==> src/rtl/btn_tick_conditioner.sv <==
// Push-button conditioner: 2-FF sync, debounce, press pulses with inc/dec auto-repeat
// and interlock, plus the clearable 1 s tick prescaler.
module btn_tick_conditioner #(
    parameter int unsigned DEBOUNCE_CYCLES = 1_000_000,
    parameter int unsigned TICK_DIV        = 100_000_000,
    parameter int unsigned REPEAT_DELAY    = 50_000_000,
    parameter int unsigned REPEAT_RATE     = 20_000_000
) (
    input  logic clk,
    input  logic rst_n,
    input  logic start_raw,
    input  logic inc_raw,
    input  logic dec_raw,
    input  logic tick_clr,
    output logic start_btn,
    output logic inc_btn,
    output logic dec_btn,
    output logic tick_1s
);

    localparam int unsigned DW   = (DEBOUNCE_CYCLES > 1) ? $clog2(DEBOUNCE_CYCLES) : 1;
    localparam int unsigned PW   = $clog2(TICK_DIV);
    localparam int unsigned RD_W = (REPEAT_DELAY > 1) ? $clog2(REPEAT_DELAY) : 1;
    localparam int unsigned RR_W = (REPEAT_RATE > 1) ? $clog2(REPEAT_RATE) : 1;
    localparam int unsigned RW   = (RD_W > RR_W) ? RD_W : RR_W;

    localparam logic [DW-1:0] DB_LAST = DW'(DEBOUNCE_CYCLES - 1);
    localparam logic [PW-1:0] PC_LAST = PW'(TICK_DIV - 1);
    localparam logic [RW-1:0] RD_LAST = RW'(REPEAT_DELAY - 1);
    localparam logic [RW-1:0] RR_LAST = RW'(REPEAT_RATE - 1);

    typedef enum logic [1:0] {
        ST_IDLE,
        ST_WAIT,
        ST_REPEAT
    } rep_state_t;

    // Bit 0 start, bit 1 inc, bit 2 dec.
    logic [2:0] sync1;
    logic [2:0] sync2;
    logic [2:0] db;
    logic       start_q;
    logic       both;
    logic [1:0] rep_pulse;
    logic [PW-1:0] pc;

    always_ff @(posedge clk or negedge rst_n) begin
        if (!rst_n) begin
            sync1 <= '0;
            sync2 <= '0;
        end else begin
            sync1 <= {dec_raw, inc_raw, start_raw};
            sync2 <= sync1;
        end
    end

    for (genvar g = 0; g < 3; g++) begin : g_deb
        logic [DW-1:0] cnt;
        logic          lvl;

        always_ff @(posedge clk or negedge rst_n) begin
            if (!rst_n) begin
                cnt <= '0;
                lvl <= 1'b0;
            end else if (sync2[g] == lvl) begin
                cnt <= '0;
            end else if (cnt == DB_LAST) begin
                lvl <= sync2[g];
                cnt <= '0;
            end else begin
                cnt <= cnt + 1'b1;
            end
        end

        assign db[g] = lvl;
    end

    always_ff @(posedge clk or negedge rst_n) begin
        if (!rst_n) begin
            start_q   <= 1'b0;
            start_btn <= 1'b0;
        end else begin
            start_q   <= db[0];
            start_btn <= db[0] & ~start_q;
        end
    end

    // IDLE reacts to the held level, so a button left held after the interlock
    // releases is taken as a fresh press.
    assign both = db[1] & db[2];

    for (genvar g = 0; g < 2; g++) begin : g_rep
        rep_state_t    state;
        rep_state_t    state_nx;
        logic [RW-1:0] rc;
        logic [RW-1:0] rc_nx;
        logic          pulse;
        logic          pulse_nx;
        logic          lvl;

        assign lvl = db[g+1];

        always_ff @(posedge clk or negedge rst_n) begin
            if (!rst_n) begin
                state <= ST_IDLE;
                rc    <= '0;
                pulse <= 1'b0;
            end else begin
                state <= state_nx;
                rc    <= rc_nx;
                pulse <= pulse_nx;
            end
        end

        always_comb begin
            state_nx = state;
            rc_nx    = rc;
            pulse_nx = 1'b0;
            if (both) begin
                state_nx = ST_IDLE;
                rc_nx    = '0;
            end else begin
                case (state)
                    ST_IDLE: begin
                        if (lvl) begin
                            pulse_nx = 1'b1;
                            state_nx = ST_WAIT;
                            rc_nx    = '0;
                        end
                    end
                    ST_WAIT: begin
                        if (!lvl) begin
                            state_nx = ST_IDLE;
                            rc_nx    = '0;
                        end else if (rc == RD_LAST) begin
                            pulse_nx = 1'b1;
                            state_nx = ST_REPEAT;
                            rc_nx    = '0;
                        end else begin
                            rc_nx = rc + 1'b1;
                        end
                    end
                    ST_REPEAT: begin
                        if (!lvl) begin
                            state_nx = ST_IDLE;
                            rc_nx    = '0;
                        end else if (rc == RR_LAST) begin
                            pulse_nx = 1'b1;
                            rc_nx    = '0;
                        end else begin
                            rc_nx = rc + 1'b1;
                        end
                    end
                    default: begin
                        state_nx = ST_IDLE;
                        rc_nx    = '0;
                    end
                endcase
            end
        end

        assign rep_pulse[g] = pulse;
    end

    assign inc_btn = rep_pulse[0];
    assign dec_btn = rep_pulse[1];

    always_ff @(posedge clk or negedge rst_n) begin
        if (!rst_n) begin
            pc      <= '0;
            tick_1s <= 1'b0;
        end else if (tick_clr) begin
            pc      <= '0;
            tick_1s <= 1'b0;
        end else if (pc == PC_LAST) begin
            pc      <= '0;
            tick_1s <= 1'b1;
        end else begin
            pc      <= pc + 1'b1;
            tick_1s <= 1'b0;
        end
    end

endmodule
==> config.mk <==
export PLATFORM = sky130hd
export DESIGN_NAME = btn_tick_conditioner
export DESIGN_NICKNAME = d
export VERILOG_FILES = /design/src/rtl/btn_tick_conditioner.sv
export SDC_FILE = /design/constraint.sdc
export NUM_CORES = 1
export LEC_CHECK = 0
export CORE_UTILIZATION = 50
export CTS_BUF_LIST = sky130_fd_sc_hd__clkbuf_8 sky130_fd_sc_hd__clkbuf_16
export DETAILED_ROUTE_END_ITERATION = 16
export PLACE_DENSITY = 0.76
export SYNTH_ARGS = -nofsm -noshare
export SYNTH_HDL_FRONTEND = slang
export SYNTH_SLANG_ARGS = --single-unit
==> constraint.sdc <==
create_clock -name clk -period 3 [get_ports clk]
set_clock_uncertainty 0.15 [all_clocks]
set_input_delay 0.6 -clock clk [delete_from_list [all_inputs] [get_ports clk]]
set_output_delay 0.6 -clock clk [all_outputs]
set_load 0.1 [all_outputs]
* Word level (Yosys, flattened, before mapping)
Index checks and enable logic that the tools add are counted.
Word-level totals: output and inout port bits 4, word-level logic and storage cells 108, input port bits 6, flip-flop bits (word level) 157
Cells by class: eq/ne operators 21, bitwise operators 6, add/sub/neg operators 6, reduce and logical (&&, ||, !) cells 7, mux-type cells 50
Operators with widths (number):
- $mux 26 | 12
- $pmux 26 s3 | 2
- $mux 20 | 6
- $add 20x1->20 const B | 3
- $eq 20x20->1 const B | 3
- $mux 27 | 2
- $add 26x1->26 const B | 2
- $eq 26x25->1 const B | 2
- $eq 26x26->1 const B | 2
- $add 27x1->27 const B | 1
- $eq 27x27->1 const B | 1
- $mux 2 | 10
- $mux 1 | 14
- $ne 3x3->1 const B | 4
- $pmux 2 s3 | 2
- $ne 4x4->1 const B | 2
- $pmux 1 s3 | 2
- $reduce_and 2->1 | 3
- $reduce_and 3->1 | 2
- $eq 2x1->1 const B | 2
- $eq 2x2->1 const B | 2
- $logic_not 2->1 | 2
- $not 1->1 | 4
- $eq 1x1->1 | 3
- $and 1x1->1 | 2

* Longest topological paths before layout
Gate-level depths: netlist of the first run.
depth after elaboration 5, mapped depth 9, mapped depth without buffers 7

* Worst setup path after synthesis of the first run
No wires, ideal clock.
path type register to register, start register g_rep[1].rc[0], end register g_rep[1].rc[13], setup slack 0.779 ns, library setup time 0.136 ns, stages on the path, launching flop included 8, arrival time 1.935 ns, clock period less this slack 2.221 ns, cell sequence dfrtp_1 -> ha_1 -> nand3_1 -> or3_1 -> o31a_1 -> buf_1 -> o2111ai_2 -> o311ai_1
Between the ends: longest elaborated chain between the ends 5, elaborated cells on any way between the ends 9, those cells by class add/sub: 1; eq/ne: 2; mux: 6
RTL lines:
- start, declared | RTL line 95 | logic [RW-1:0] rc;
- start signal, assigned | RTL line 110 | rc <= rc_nx;
- $add 26x1->26, or another cell as far along | RTL line 140, 151
- $mux 26, on equally long branches | RTL line 147, 135
- $mux 26, on equally long branches | RTL line 144, 132
- $pmux 26 s3 (*) | RTL line 123 | case (state)
- $mux 26 (*) | RTL line 119 | if (both) begin
Mark *: on every way between the ends. The rest lies on a longest branch, timed or not. A chain may end at the register's enable or synchronous reset.

* Worst setup path in the final report of the first run
start register g_rep[1].rc[18], end register g_rep[1].rc[13]
Between the ends: longest elaborated chain between the ends 5, elaborated cells on any way between the ends 8, those cells by class eq/ne: 2; mux: 6
RTL lines (RTL line):
- $eq 26x25->1 / $eq 26x26->1 (equally long branches) | 147, 135
- $mux 26, on equally long branches | 147, 135
- $mux 26, on equally long branches | 144, 132
- $pmux 26 s3 (*) | 123
- $mux 26 (*) | 119
Marks and branches as above.

==> results of run 1 <==
## routing by layer
| layer | part of all wire (%) | GRT usage (%) | wire [um] |
|---|---|---|---|
| met1 | 50 | 31.4 | 9050 |
| met2 | 45 | 32.6 | 8190 |
| met3 | 3.3 | 4.72 | 591 |
| met4 | 1.1 | 6.24 | 193 |
| met5 | 0 | 0 | 0 |
## cell type report
| type | count | area [um2] | area share, % |
|---|---|---|---|
| inverters | 34 | 128 | 1.33 |
| repair buffers | 30 | 254 | 2.64 |
| clock inverters | 11 | 97.6 | 1.01 |
| multi-input cells | 732 | 4490 | 46.6 |
| flip-flops and latches | 157 | 3930 | 40.8 |
| clock buffers | 19 | 453 | 4.71 |
| well taps | 220 | 275 | 2.86 |
## Yosys cell counts, drive strengths merged, types with 4 or more instances
library cell  number
or2                8
inv               34
and4              15
o21ai             11
nand3b             4
dfrtp            157
and2              19
a22oi              6
buf               15
nor4b              5
nor2             130
o2111ai           18
xnor2             44
nor2b              5
o221ai            31
o21a              11
nor3              26
nand2            132
o211ai            19
o31a               9
clkbuf            29
nand3             57
nand4             32
or3               11
nor4              26
ha                17
or4                8
and3              21
xor2              37
nor3b              7
## worst reg2reg max path, stage by stage, from the launching register on
cell and delay [ns]:
dfrtp_1 0.41, or3_1 0.40, or4_4 0.55, o21a_4 0.35
o21ai_1 0.34, o311ai_1 0.14
## flip-flops by register name, indices dropped and copies added, names as in the netlist, 3 cells and up
| signal | cells |
|---|---|
| g_deb.cnt | 60 |
| g_deb.lvl | 3 |
| g_rep.rc | 52 |
| g_rep.state | 4 |
| pc | 27 |
| sync1 | 3 |
| sync2 | 3 |
## power groups by stage
| stage | logic, W | registers (W) | clock network [W] |
|---|---|---|---|
| after global placement | 0.000106 | 0.00219 | 0 |
| after floorplan | 0.0000420 | 0.00219 | 0 |
| final | 0.000103 | 0.00215 | 0.00202 |
| after global routing | 0.000123 | 0.00215 | 0.00216 |
| after detailed placement | 0.000107 | 0.00219 | 0 |
| after CTS | 0.000108 | 0.00215 | 0.00207 |
## logic make-up (layout without fill, tap and decap cells)
family | after synthesis | after routing | synth area share (%)
and+or+nand+nor | 514 | 514 | 29.2
DFF | 157 | 157 | 45.0
AOI/OAI and AO/OA | 118 | 118 | 11.2
xor gates and xnor gates | 81 | 81 | 8.12
buffers and inverters | 78 | 94 | 3.75
adders and majority gates | 17 | 17 | 2.43
muxes | 2 | 2 | 0.258
## repair_timing
action,CTS,global route
hold buffers,1,0
endpoints found under the hold margin,17,0
resized for setup,0,0
## metrics by stage
stage | std cells | hold slack, ns | area [um2] | setup WS (ns)
3_5_place_dp | 1172 | 0.185 | 9060 | 0.554
3_3_place_gp | 1172 | 0.183 | 9060 | 0.602
5_1_grt | 1203 | 0.217 | 9620 | 0.402
6_report | 1203 | 0.198 | 9620 | 0.514
2_1_floorplan | 967 | 0.154 | 8740 | 0.779
4_1_cts | 1203 | 0.199 | 9620 | 0.540
## path summary, 6_finish.rpt
path	startpoint	endpoint	slack [ns]
worst max-delay path	g_rep[1].rc[18]	g_rep[1].rc[13]	0.51
worst max register to register	g_rep[1].rc[18]	g_rep[1].rc[13]	0.51
min in group asynchronous	rst_n	g_rep[0].rc[12]	0.54
worst min-delay path	sync1[1]	sync2[1]	0.20
max in group asynchronous	rst_n	g_deb[2].cnt[11]	1.35
worst min register to register	sync1[1]	sync2[1]	0.20
==> metrics.md, run 1 <==
| Metric | Value |
|---|---|
| Status | completed |
| Vias in the first global route | 6533 |
| Clock power share | 47.3% |
| Crit path buf inv count | 0 |
| Sequential cell fraction of total power | 50.3% |
| Clk_lat worst skew | 0.42 ns |
| Switch Pwr | 0.000941 W |
| Yosys reg bits | 157 |
| Mapped Cells | 967 |
| Commonest non-fill, non-tap cell in the layout | dfrtp_1 |
| Worst EP required | 3.13 ns |
| Tightest Pin Transition | 0.655 ns |
| Pin count of the biggest net entering global routing | 49 |
| Avg WL per Cell | 15.0 um |
| Top cell type's share of synthesized area | 45.0% |
| Fraction of layout cells with a size suffix above 1 | 7.22% |
| Final Hold Vio Count | 0 |
| Critical Path Fanout Max | 34 |
| GRT Util Overall | 21.7% |
| Die area | 0.0180 mm2 |
| Grt ovf | 0 |
| Synth Net Count | 990 |
| Final nets | 995 |
| Synth Warn # | 0 |
| Std cell rows | 47 |
| Final setup fails | 0 |
| Cell taking the most area after synthesis | dfrtp_1 |
| Root Buffer Master | clkbuf_16 |
| Critical path cell sequence | or3_1 > or4_4 > o21a_4 > o21ai_1 > o311ai_1 |
| Critical Path AT | 2.62 ns |
| Reg clk slew, reported paths | 0.06 ns |
| Synth area leaders | dfrtp_1, nand2_1, nor2_1 |
| Hold depth | 0 |
| # DRC | 0 |
| Period minus WS final | 2.49 ns |
| Port Buf Inserts | 9 |
| Comb power frac | 2.4% |
| Setup TNS | 0 ns |
| RSZ-0062 raised after global routing | false |
| Seq/Total Area, Yosys | 45.0% |
| Crit Path Category | register to register |
| Pwr dens | 444 mW/mm2 |
| Worst Hold Class | register to register |
| Die height | 134 um |
| Final cycle utilization of the critical path | 82.9% |
| Pint | 0.00334 W |
| Count of pins over their slew limit | 0 |
| Vias | 7019 |
| Final core utilization | 57.2% |
| Sw frac | 22.0% |
| Initial antenna violation count | 0 |
| Slew headroom | 56.0% |
| 1st-iter DRT viols | 736 |
| Startpoint types | register |
| Fillers | 1483 |
| Main synth FF type | dfrtp_1 |
| Routability congestion estimate | 0.830 |
| Ant diodes | 0 |
| Post-DP HPWL | 11800 um |
| TritonCTS sink count | 157 |
| Critical Path Sink Type | register |
| Maximum vdd drop | 0.379 mV |
| Final ANT Viol Nets | 0 |
| CTS H-tree lvls | 4 |
| Average cell area after synthesis | 9.03 um2 |
| Max Cap Viol | 0 |
| Drt total wl | 18000 um |
| IO Count | 10 |
| Most frequent cells in the layout | dfrtp_1, nand2_1, nor2_1 |
| TritonCTS clock tree | done |
| Core Box Area | 0.0168 mm2 |
| CP Depth | 5 |
| Maximum clock rate | 402 MHz |
| Total Power | 0.00428 W |
| Post-Syn Area | 0.00874 mm2 |
| Vias/cell | 5.83 |
| Static Leakage | 4.03 nW |
| DIE WIDTH | 134 um |
| First-pass GRT wire length | 31600 um |
| CP peak stage delay | 0.55 ns |
| Largest delay contributor family on the critical path | simple AND/OR/NAND/NOR gates |
| Path depth of the worst reg2reg path | 5 |
| Maximum root-to-sink buffer count | 2 |
| Starting Density | 51.9% |
| Synth-to-Final Area Change | 10.2% |
| TritonCTS Buffers | 17 |
| Async set-or-reset flop fraction in the synthesized netlist | 100% |
| DRT Pass-1 Iters | 5 |
| CP max-delay cell | or4_4 |
| EDFF count, synth | 0 |
| Postcts setup bufs | 0 |
| Yosys cell types | 54 |
Power figures use the tool's default switching activity.
==> run 2, diff against run 1 <==
==> constraint.sdc (replaced) <==
create_clock -name clk -period 2.4 [get_ports clk]
set_clock_uncertainty 0.15 [all_clocks]
set_input_delay 0.48 -clock clk [delete_from_list [all_inputs] [get_ports clk]]
set_output_delay 0.48 -clock clk [all_outputs]
set_load 0.1 [all_outputs]
==> metrics.md, run 2 (synthesis gave the netlist of run 1 again) <==
| Metric | Value |
|---|---|
| Final core utilization | 59.6% (was 57.2%) |
| Sequential cell fraction of total power | 47.8% (was 50.3%) |
| Switch Pwr | 0.00122 W (was 0.000941 W) |
| Synth-to-Final Area Change | 14.8% (was 10.2%) |
| Port Buf Inserts | 9 (unchanged) |
| Die area | 0.0180 mm2 (unchanged) |
| Grt ovf | 0 (unchanged) |
| Regs by FF count | g_deb.cnt: 60 flops, g_rep.rc: 52 flops, pc: 27 flops (unchanged) |
| Vias/cell | 5.87 (was 5.83) |
| Count of pins over their slew limit | 0 (unchanged) |
| TritonCTS sink count | 157 (unchanged) |
| Setup TNS | 0 ns (unchanged) |
| Maximum root-to-sink buffer count | 2 (unchanged) |
| Final ANT Viol Nets | 0 (unchanged) |
| Pwr dens | 561 mW/mm2 (was 444 mW/mm2) |
| CTS H-tree lvls | 4 (unchanged) |
| DIE WIDTH | 134 um (unchanged) |
| Std cell rows | 47 (unchanged) |
| Fillers | 1418 (was 1483) |
| Final setup fails | 0 (unchanged) |
| Fin cells | 1236 (was 1203) |
| Critical Path AT | 2.53 ns (was 2.62 ns) |
| First-pass GRT wire length | 32400 um (was 31600 um) |
| Design area | 0.0100 mm2 (was 0.00962 mm2) |
| Pre-CTS worst setup slack | -0.0528 ns (was 0.554 ns) |
| Clk_lat worst skew | 0.43 ns (was 0.42 ns) |
| Path depth of the worst reg2reg path | 6 (was 5) |
| Hold Crit Endpoint | sync2[0] (was sync2[1]) |
| Root Buffer Master | clkbuf_16 (unchanged) |
| Pin count of the biggest net entering global routing | 77 (was 49) |
| Max reg flops | 60 (unchanged) |
| Pint | 0.00441 W (was 0.00334 W) |
| Setup WS post-layout | 0.0269 ns (was 0.514 ns) |
| 1st-iter DRT viols | 550 (was 736) |
| CP peak stage delay | 0.56 ns (was 0.55 ns) |
| Placed cells | 1199 (was 1172) |
| Area of the multi-input gates | 0.00453 mm2 (was 0.00449 mm2) |
| Hold_sp | sync1[0] (was sync1[1]) |
| Critical Path Sink Type | register (unchanged) |
| Period minus WS final | 2.37 ns (was 2.49 ns) |
| Die height | 134 um (unchanged) |
| R2R Path End | g_rep[1].rc[17] (was g_rep[1].rc[13]) |
| Largest delay contributor family on the critical path | simple AND/OR/NAND/NOR gates (unchanged) |
| Sw frac | 21.7% (was 22.0%) |
| Routability congestion estimate | 0.838 (was 0.830) |
| Reg with most FFs | g_deb.cnt (unchanged) |
| Comb power frac | 2.4% (about the same) |
| Tightest Pin Transition | 0.599 ns (was 0.655 ns) |
| Worst Hold Class | register to register (unchanged) |
| Most frequent cells in the layout | dfrtp_1, nand2_1, nor2_1 (unchanged) |
| Post-DP HPWL | 12500 um (was 11800 um) |
| Avg WL per Cell | 15.2 um (was 15.0 um) |
| Dpl cell area | 0.00934 mm2 (was 0.00906 mm2) |
| Vias in the first global route | 6826 (was 6533) |
| Status | completed (unchanged) |
| Core Box Area | 0.0168 mm2 (unchanged) |
| Critical path cell sequence | or3_1 > or4_4 > o21a_4 > buf_12 > o221ai_1 > nand2_1 (was or3_1 > or4_4 > o21a_4 > o21ai_1 > o311ai_1) |
| GRT Util Overall | 22.1% (was 21.7%) |
| Ant diodes | 0 (unchanged) |
| Reg clk slew, reported paths | 0.06 ns (about the same) |
| Initial antenna violation count | 0 (unchanged) |
| Final nets | 1026 (was 995) |
| Fraction of layout cells with a size suffix above 1 | 10.9% (was 7.22%) |
| Startpoint types | register (unchanged) |
| Vias | 7250 (was 7019) |
| Drt total wl | 18800 um (was 18000 um) |
| # DRC | 0 (unchanged) |
| Worst EP required | 2.55 ns (was 3.13 ns) |
| Static Leakage | 4.24 nW (was 4.03 nW) |
| Clock power share | 49.8% (was 47.3%) |
| Max Cap Viol | 0 (unchanged) |
| Maximum vdd drop | 0.508 mV (was 0.379 mV) |
| RSZ-0062 raised after global routing | true (was false) |
| Crit path buf inv count | 1 (was 0) |
| Critical Path Fanout Max | 15 (was 34) |
| TritonCTS Buffers | 17 (unchanged) |
| Final Hold Vio Count | 0 (unchanged) |
| Reg-to-reg slack, setup | 0.03 ns (was 0.51 ns) |
| DRT Pass-1 Iters | 8 (was 5) |
| Worst reg2reg startpoint | g_rep[1].rc[18] (unchanged) |
| CP max-delay cell | or4_4 (unchanged) |
| Crit Path Category | register to register (unchanged) |
| TritonCTS clock tree | done (unchanged) |
| Final cycle utilization of the critical path | 98.9% (was 82.9%) |
| Slew headroom | 59.8% (was 56.0%) |
| FF+latch area | 0.00393 mm2 (unchanged) |
| IO Count | 10 (unchanged) |
| Commonest non-fill, non-tap cell in the layout | dfrtp_1 (unchanged) |
| Starting Density | 51.9% (unchanged) |
| Hold depth | 0 (unchanged) |
| Maximum clock rate | 421 MHz (was 402 MHz) |
-- run 2: area by class of cell --
cell class	count	area share, %
multi-input cells	733	45.1
flip-flops and latches	157	39.2
repair buffers	60	5.53
clock buffers	19	4.52
well taps	220	2.74
clock inverters	13	1.62
inverters	34	1.27
-- run 2: worst max path at each step --
| stage | from | to | slack (ns) | cells past startpoint |
|---|---|---|---|---|
| after global placement | g_rep[0].rc[0] | inc_btn | -0.05 | 6 |
| after floorplan | g_rep[1].rc[0] | g_rep[1].rc[13] | 0.18 | 7 |
| after global routing | g_rep[1].rc[18] | g_rep[1].rc[17] | -0.06 | 6 |
| after CTS | g_rep[0].rc[0] | inc_btn | 0.008 | 6 |
| final | g_rep[1].rc[18] | g_rep[1].rc[17] | 0.03 | 6 |
| after detailed placement | g_rep[0].rc[0] | inc_btn | -0.05 | 6 |
-- run 2: stage by stage --
| stage | total power (W) | hold slack (ns) |
|---|---|---|
| 2_1_floorplan | 0.00278 | 0.0344 |
| 3_3_place_gp | 0.00287 | 0.183 |
| 3_5_place_dp | 0.00288 | 0.185 |
| 4_1_cts | 0.00569 | 0.198 |
| 5_1_grt | 0.00581 | 0.202 |
| 6_report | 0.00563 | 0.193 |
-- run 2: repair_timing --
item / in CTS / in global routing
setup endpoints to repair: 1 / 28
hold endpoints to repair: 22 / 0
pin swaps: 0 / 1
hold buffers: 1 / 0
gates cloned: 0 / 1
resized for setup: 1 / 5
setup buffers: 0 / 3
-- run 2: power groups by stage --
stage	clock [W]	sequential, W	combinational, W
final	0.00280	0.00269	0.000137
after global placement	0	0.00273	0.000139
after CTS	0.00286	0.00269	0.000143
after detailed placement	0	0.00274	0.000141
after global routing	0.00296	0.00269	0.000160
after floorplan	0	0.00273	0.0000525
-- run 2: layer usage --
layer | share of wire (%) | wire (um) | vias to the layer above | global-route usage [%]
met5 | 0 | 0 | - | 0
met4 | 1.1 | 202 | 0 | 6.24
met3 | 4.0 | 746 | 16 | 4.31
met2 | 47 | 8930 | 171 | 34.3
met1 | 48 | 8960 | 3531 | 31.4
li1 | - | - | 3532 | -
